File: src/rtl/uart_rx_fifo_if.sv
// Host-facing bundle of the UART receive FIFO: receiver capture inputs,
// host read handshake and status outputs.
interface uart_rx_fifo_if #(
   parameter int unsigned DATA_WIDTH = 8,
   parameter int unsigned ADDR_WIDTH = 4
);
   logic [DATA_WIDTH-1:0] rx_data_in;
   logic                  rx_done_in;
   logic                  rd_en;
   logic                  overflow_clr;
   logic [DATA_WIDTH-1:0] rd_data;
   logic                  rd_valid;
   logic                  fifo_empty;
   logic                  fifo_full;
   logic [ADDR_WIDTH:0]   fifo_count;
   logic                  overflow;

   modport slave (
      input  rx_data_in, rx_done_in, rd_en, overflow_clr,
      output rd_data, rd_valid, fifo_empty, fifo_full, fifo_count, overflow
   );

   modport master (
      output rx_data_in, rx_done_in, rd_en, overflow_clr,
      input  rd_data, rd_valid, fifo_empty, fifo_full, fifo_count, overflow
   );
endinterface

File: src/rtl/uart_rx_fifo.sv
// Circular byte FIFO behind the UART receiver: edge-detected capture of each
// completed character, registered 1-cycle reads, occupancy and sticky overflow.
module uart_rx_fifo #(
   parameter int unsigned DATA_WIDTH = 8,
   parameter int unsigned DEPTH      = 16,
   parameter int unsigned ADDR_WIDTH = 4
) (
   input  logic            uart_clk,
   input  logic            rst,
   uart_rx_fifo_if.slave   bus
);
   localparam int unsigned CNT_W = ADDR_WIDTH + 1;

   logic [DATA_WIDTH-1:0] mem_q [DEPTH];
   logic [ADDR_WIDTH-1:0] wr_ptr_q, wr_ptr_d;
   logic [ADDR_WIDTH-1:0] rd_ptr_q, rd_ptr_d;
   logic [CNT_W-1:0]      count_q,  count_d;
   logic [DATA_WIDTH-1:0] rd_data_q, rd_data_d;
   logic                  rd_valid_q, rd_valid_d;
   logic                  overflow_q, overflow_d;
   logic                  empty_q, full_q;
   logic                  done_q;
   logic                  post_rst_q;
   logic                  wr_req, wr_acc, rd_acc;

   // A done level that is already high when reset releases must not count as a new character.
   always_comb begin
      wr_req     = bus.rx_done_in & ~done_q & ~post_rst_q;
      rd_acc     = bus.rd_en & ~empty_q;
      wr_acc     = wr_req & (~full_q | rd_acc);
      wr_ptr_d   = wr_ptr_q;
      rd_ptr_d   = rd_ptr_q;
      count_d    = count_q;
      rd_data_d  = rd_data_q;
      rd_valid_d = rd_acc;
      overflow_d = overflow_q;

      if (wr_acc) wr_ptr_d = wr_ptr_q + ADDR_WIDTH'(1);
      if (rd_acc) begin
         rd_ptr_d  = rd_ptr_q + ADDR_WIDTH'(1);
         rd_data_d = mem_q[rd_ptr_q];
      end

      if (wr_acc && !rd_acc)      count_d = count_q + CNT_W'(1);
      else if (rd_acc && !wr_acc) count_d = count_q - CNT_W'(1);

      // Dropped character takes priority over a same-cycle clear.
      if (wr_req && !wr_acc)         overflow_d = 1'b1;
      else if (bus.overflow_clr)     overflow_d = 1'b0;
   end

   always_ff @(posedge uart_clk) begin
      post_rst_q <= rst;
      if (rst) begin
         wr_ptr_q   <= '0;
         rd_ptr_q   <= '0;
         count_q    <= '0;
         rd_data_q  <= '0;
         rd_valid_q <= 1'b0;
         overflow_q <= 1'b0;
         empty_q    <= 1'b1;
         full_q     <= 1'b0;
         done_q     <= 1'b0;
      end else begin
         wr_ptr_q   <= wr_ptr_d;
         rd_ptr_q   <= rd_ptr_d;
         count_q    <= count_d;
         rd_data_q  <= rd_data_d;
         rd_valid_q <= rd_valid_d;
         overflow_q <= overflow_d;
         empty_q    <= (count_d == CNT_W'(0));
         full_q     <= (count_d == CNT_W'(DEPTH));
         done_q     <= bus.rx_done_in;
      end
   end

   // Storage is deliberately left uninitialised across reset.
   always_ff @(posedge uart_clk) begin
      if (!rst && wr_acc) mem_q[wr_ptr_q] <= bus.rx_data_in;
   end

   assign bus.rd_data    = rd_data_q;
   assign bus.rd_valid   = rd_valid_q;
   assign bus.fifo_empty = empty_q;
   assign bus.fifo_full  = full_q;
   assign bus.fifo_count = count_q;
   assign bus.overflow   = overflow_q;
endmodule
File: src/flat_wrapper.sv
// flat-port wrapper written by rule: the top's interface ports become plain ports
module uart_rx_fifo_flat 
#(
   parameter int unsigned DATA_WIDTH = 8,
   parameter int unsigned DEPTH      = 16,
   parameter int unsigned ADDR_WIDTH = 4
)
  (uart_clk, rst, bus_rx_data_in, bus_rx_done_in, bus_rd_en, bus_overflow_clr, bus_rd_data, bus_rd_valid, bus_fifo_empty, bus_fifo_full, bus_fifo_count, bus_overflow);
  uart_rx_fifo_if #(.DATA_WIDTH(DATA_WIDTH), .ADDR_WIDTH(ADDR_WIDTH)) bus_i ();
  input  logic uart_clk;
  input  logic rst;
  input wire logic [$bits(bus_i.rx_data_in)-1:0] bus_rx_data_in;
  input wire logic [$bits(bus_i.rx_done_in)-1:0] bus_rx_done_in;
  input wire logic [$bits(bus_i.rd_en)-1:0] bus_rd_en;
  input wire logic [$bits(bus_i.overflow_clr)-1:0] bus_overflow_clr;
  output wire logic [$bits(bus_i.rd_data)-1:0] bus_rd_data;
  output wire logic [$bits(bus_i.rd_valid)-1:0] bus_rd_valid;
  output wire logic [$bits(bus_i.fifo_empty)-1:0] bus_fifo_empty;
  output wire logic [$bits(bus_i.fifo_full)-1:0] bus_fifo_full;
  output wire logic [$bits(bus_i.fifo_count)-1:0] bus_fifo_count;
  output wire logic [$bits(bus_i.overflow)-1:0] bus_overflow;
  assign bus_i.rx_data_in = bus_rx_data_in;
  assign bus_i.rx_done_in = bus_rx_done_in;
  assign bus_i.rd_en = bus_rd_en;
  assign bus_i.overflow_clr = bus_overflow_clr;
  assign bus_rd_data = bus_i.rd_data;
  assign bus_rd_valid = bus_i.rd_valid;
  assign bus_fifo_empty = bus_i.fifo_empty;
  assign bus_fifo_full = bus_i.fifo_full;
  assign bus_fifo_count = bus_i.fifo_count;
  assign bus_overflow = bus_i.overflow;
  uart_rx_fifo #(.DATA_WIDTH(DATA_WIDTH), .DEPTH(DEPTH), .ADDR_WIDTH(ADDR_WIDTH)) u_core (.uart_clk(uart_clk), .rst(rst), .bus(bus_i));
endmodule
File: config.mk
export PLATFORM = sky130hd
export DESIGN_NAME = uart_rx_fifo_flat
export DESIGN_NICKNAME = d
export VERILOG_FILES = /design/src/rtl/uart_rx_fifo_if.sv /design/src/rtl/uart_rx_fifo.sv /design/src/flat_wrapper.sv
export SDC_FILE = /design/constraint.sdc
export NUM_CORES = 1
export LEC_CHECK = 0
export CORE_MARGIN = 8
export CORE_UTILIZATION = 59
export DETAILED_ROUTE_END_ITERATION = 8
export PLACE_DENSITY = 0.78
export SLEW_MARGIN = 20
export SYNTH_ARGS = -nofsm -noshare
export SYNTH_HDL_FRONTEND = slang
export SYNTH_SLANG_ARGS = --single-unit
File: constraint.sdc
create_clock -name uart_clk -period 3.2 [get_ports uart_clk]
set_clock_uncertainty 0.2 [all_clocks]
set_input_delay 0.64 -clock uart_clk [delete_from_list [all_inputs] [get_ports uart_clk]]
set_output_delay 0.64 -clock uart_clk [all_outputs]
set_load 0.01 [all_outputs]
==> results by group <==
Outcome
  – Status: complete, no violations

Critical path
  – Startpoint types: primary input
  – Crit Path Max Fanout: 12
  – R2R depth: 6
  – Worst setup EP type: register
  – Critical Path RT: 3.24 ns
  – Worst EP arrival: 2.49 ns
  – WS Path Type: primary input to register

Floorplan
  – Initial Util: 59.8%
  – Rows: 37
  – Die ar.: 0.0138 mm²
  – I/O Pins: 30
  – Die Ht: 117 µm
  – Die W: 117 µm
  – Core box area: 0.0101 mm²

Clock network
  – Htree depth: 4
  – Root buf cell: clkbuf_8
  – Num Clock Sinks: 155
  – Worst-path clk slew: 0.07 ns
  – Worst skew pair latency: 0.53 ns
  – Post-CTS setup repair buffer count: 0
  – Max Buffers Root-to-Sink: 2
  – Hold_buf cts: 0
  – CTS tree: built
  – Post-CTS sizing: 0
  – Num CTS Buffers: 17

Timing
  – Final number of setup-violating endpoints: 0
  – Slew Viols, Final: 0
  – Final Cycle Share: 76.6%
  – Relative slew slack: 52.2%
  – Fin Setup TNS: 0 ns
  – Tightest Pin Transition: 0.716 ns
  – Fmax achieved: 408 MHz
  – Final hold viol count: 0
  – RSZ-0062 raised after global routing: false
  – Min cycle time layout: 2.45 ns

Global route
  – Total grt overflow: 0
  – Global Route Usage Sum: 19.1%
  – Initial antenna violation count: 0
  – Largest net degree at the start of global routing: 24
  – Global-route wire length before repair: 19.8 mm
  – Via count of the first global-routing pass: 3518

Detailed routing
  – Via Count: 3357
  – TritonRoute pass-1 iters: 5
  – Final wirelength: 12.4 mm
  – Residual DRC: 0
  – Vias per inst: 5.98
  – Detail Route Antenna Nets: 0
  – Drt wl/cell: 22.2 µm
  – 1st-iter DRT viols: 387

Final layout
  – Layout Utilization: 71.9%
  – Commonest non-fill, non-tap cells in the layout: 128 x edfxtp_1, 44 x nor2_1, 32 x mux4_2, 29 x clkdlybuf4s50_1, 28 x buf_4
  – Area occupied by multi-input gates: 0.00158 mm²
  – Commonest non-fill, non-tap cell in the layout: edfxtp_1
  – Final nets: 432
  – Area grow syn2layout: 20.2%
  – FF+latch area: 0.00439 mm²
  – Ant. Diodes: 0
  – Fillers: 604
  – Share of post-route cells with drive strength above 1: 23.3%

Placed design
  – Sum of net half-perimeters after detailed placement: 8.12 mm
  – RD Place Congestion: 0.835
  – PortBufs: 29

Synthesis
  – Netlist Area Pre-Place: 0.00606 mm²
  – Sequential area share after synthesis: 72.3%
  – #FFs+latches synth: 155
  – Synth cell types: 38
  – Yosys Warn Count: 0
  – Post-synth top flop: edfxtp_1
  – Avg Synthesized Cell Area: 17.2 µm²
  – Number of synthesized flops with an enable pin: 128
  – Post-Syn Nets: 372
  – Cells after Synth: 352
  – Asr flop ratio synth: 0%

Power
  – Power Density: 693 mW/mm²
  – VDD IR max: 0.370 mV
  – Leakage: 2.40 nW

Job
  – Max_cap viols: 0

Hold path
  – Worst min path class: register to register
  – Worst hold path stage count: 2
==> area by class of cell <==
type | count | share of cell area (%)
Clock buffer | 18 | 5.74
Clock inverter | 14 | 2.49
Inverter | 4 | 0.206
Multi-Input combinational cell | 175 | 21.6
Sequential cell | 155 | 60.2
Tap cell | 136 | 2.34
Timing Repair Buffer | 59 | 7.42
==> power breakdown <==
part	internal [mW]	switching [mW]
Clock	1.15	0.845
Combinational	0.379	0.342
Sequential	2.24	0.0915
==> final timing paths <==
kind                          from                    end  slack, ns
max                 bus_rx_done_in     u_core.mem_q[7][3]       0.75
min          u_core.bus.rd_data[6]  u_core.bus.rd_data[6]       0.29
max reg2reg     u_core.rd_ptr_q[0]  u_core.bus.rd_data[4]       0.83
min reg2reg  u_core.bus.rd_data[6]  u_core.bus.rd_data[6]       0.29
==> synthesized netlist by cell type (4+ instances only) <==
| master | number | area [µm²] |
|---|---|---|
| clkbuf_1 | 6 | 22.5 |
| nand2_1 | 12 | 45.0 |
| xor2_1 | 5 | 43.8 |
| ha_1 | 7 | 87.6 |
| nor2_1 | 44 | 165 |
| edfxtp_1 | 128 | 3840 |
| dfxtp_1 | 27 | 541 |
| buf_1 | 5 | 18.8 |
| xnor2_1 | 4 | 35.0 |
| a21oi_1 | 21 | 105 |
| inv_1 | 4 | 15.0 |
| mux4_2 | 32 | 721 |
| a22oi_1 | 16 | 120 |
| nor2b_1 | 5 | 31.3 |
==> cells by family (layout without fill, tap and decap cells) <==
| family | after synthesis | count (layout) | synth area share (%) |
|---|---|---|---|
| AOI/OAI and AO/OA | 47 | 47 | 4.91 |
| xor gates and xnor gates | 9 | 9 | 1.30 |
| adders and majority gates | 7 | 7 | 1.44 |
| buffers and inverters | 22 | 95 | 1.69 |
| DFF | 155 | 155 | 72.3 |
| muxes | 32 | 32 | 11.9 |
| and+or+nand+nor | 80 | 80 | 6.44 |
==> sequential cells by signal, summed over array words and instances (netlist names) <==
name	cells
u_core.bus.fifo_count	5
u_core.bus.fifo_empty	1
u_core.bus.fifo_full	1
u_core.bus.overflow	1
u_core.bus.rd_data	8
u_core.bus.rd_valid	1
u_core.done_q	1
u_core.mem_q	128
u_core.post_rst_q	1
u_core.rd_ptr_q	4
u_core.wr_ptr_q	4
==> per-stage QoR <==
| stage | power [mW] | instance area (µm²) | cells | setup slack, ns | hold WS, ns |
|---|---|---|---|---|---|
| final | 5.05 | 7290 | 561 | 0.750 | 0.292 |
| after global routing | 5.24 | 7290 | 561 | 0.664 | 0.326 |
| after CTS | 5.08 | 7290 | 561 | 0.742 | 0.301 |
| after detailed placement | 3.10 | 6690 | 529 | 0.244 | 0.284 |
| after global placement | 3.07 | 6690 | 529 | 0.305 | 0.268 |
| after floorplan | 2.83 | 6060 | 352 | 0.651 | 0.325 |
==> per-layer routing <==
| layer | wire length (µm) | global-route usage [%] | share of wire (%) |
|---|---|---|---|
| met4 | 212 | 7.46 | 1.7 |
| met1 | 5150 | 24.3 | 41 |
| met5 | 0 | 0 | 0 |
| met3 | 894 | 5.90 | 7.2 |
| met2 | 6180 | 30.0 | 50 |
==> critical path: stages <==
cell,delay (ns)
clkdlybuf4s50_1,0.47
or3b_4,0.47
a21oi_2,0.26
nand2_1,0.21
nor2_1,0.25
buf_4,0.19
Power figures use the tool's default switching activity.
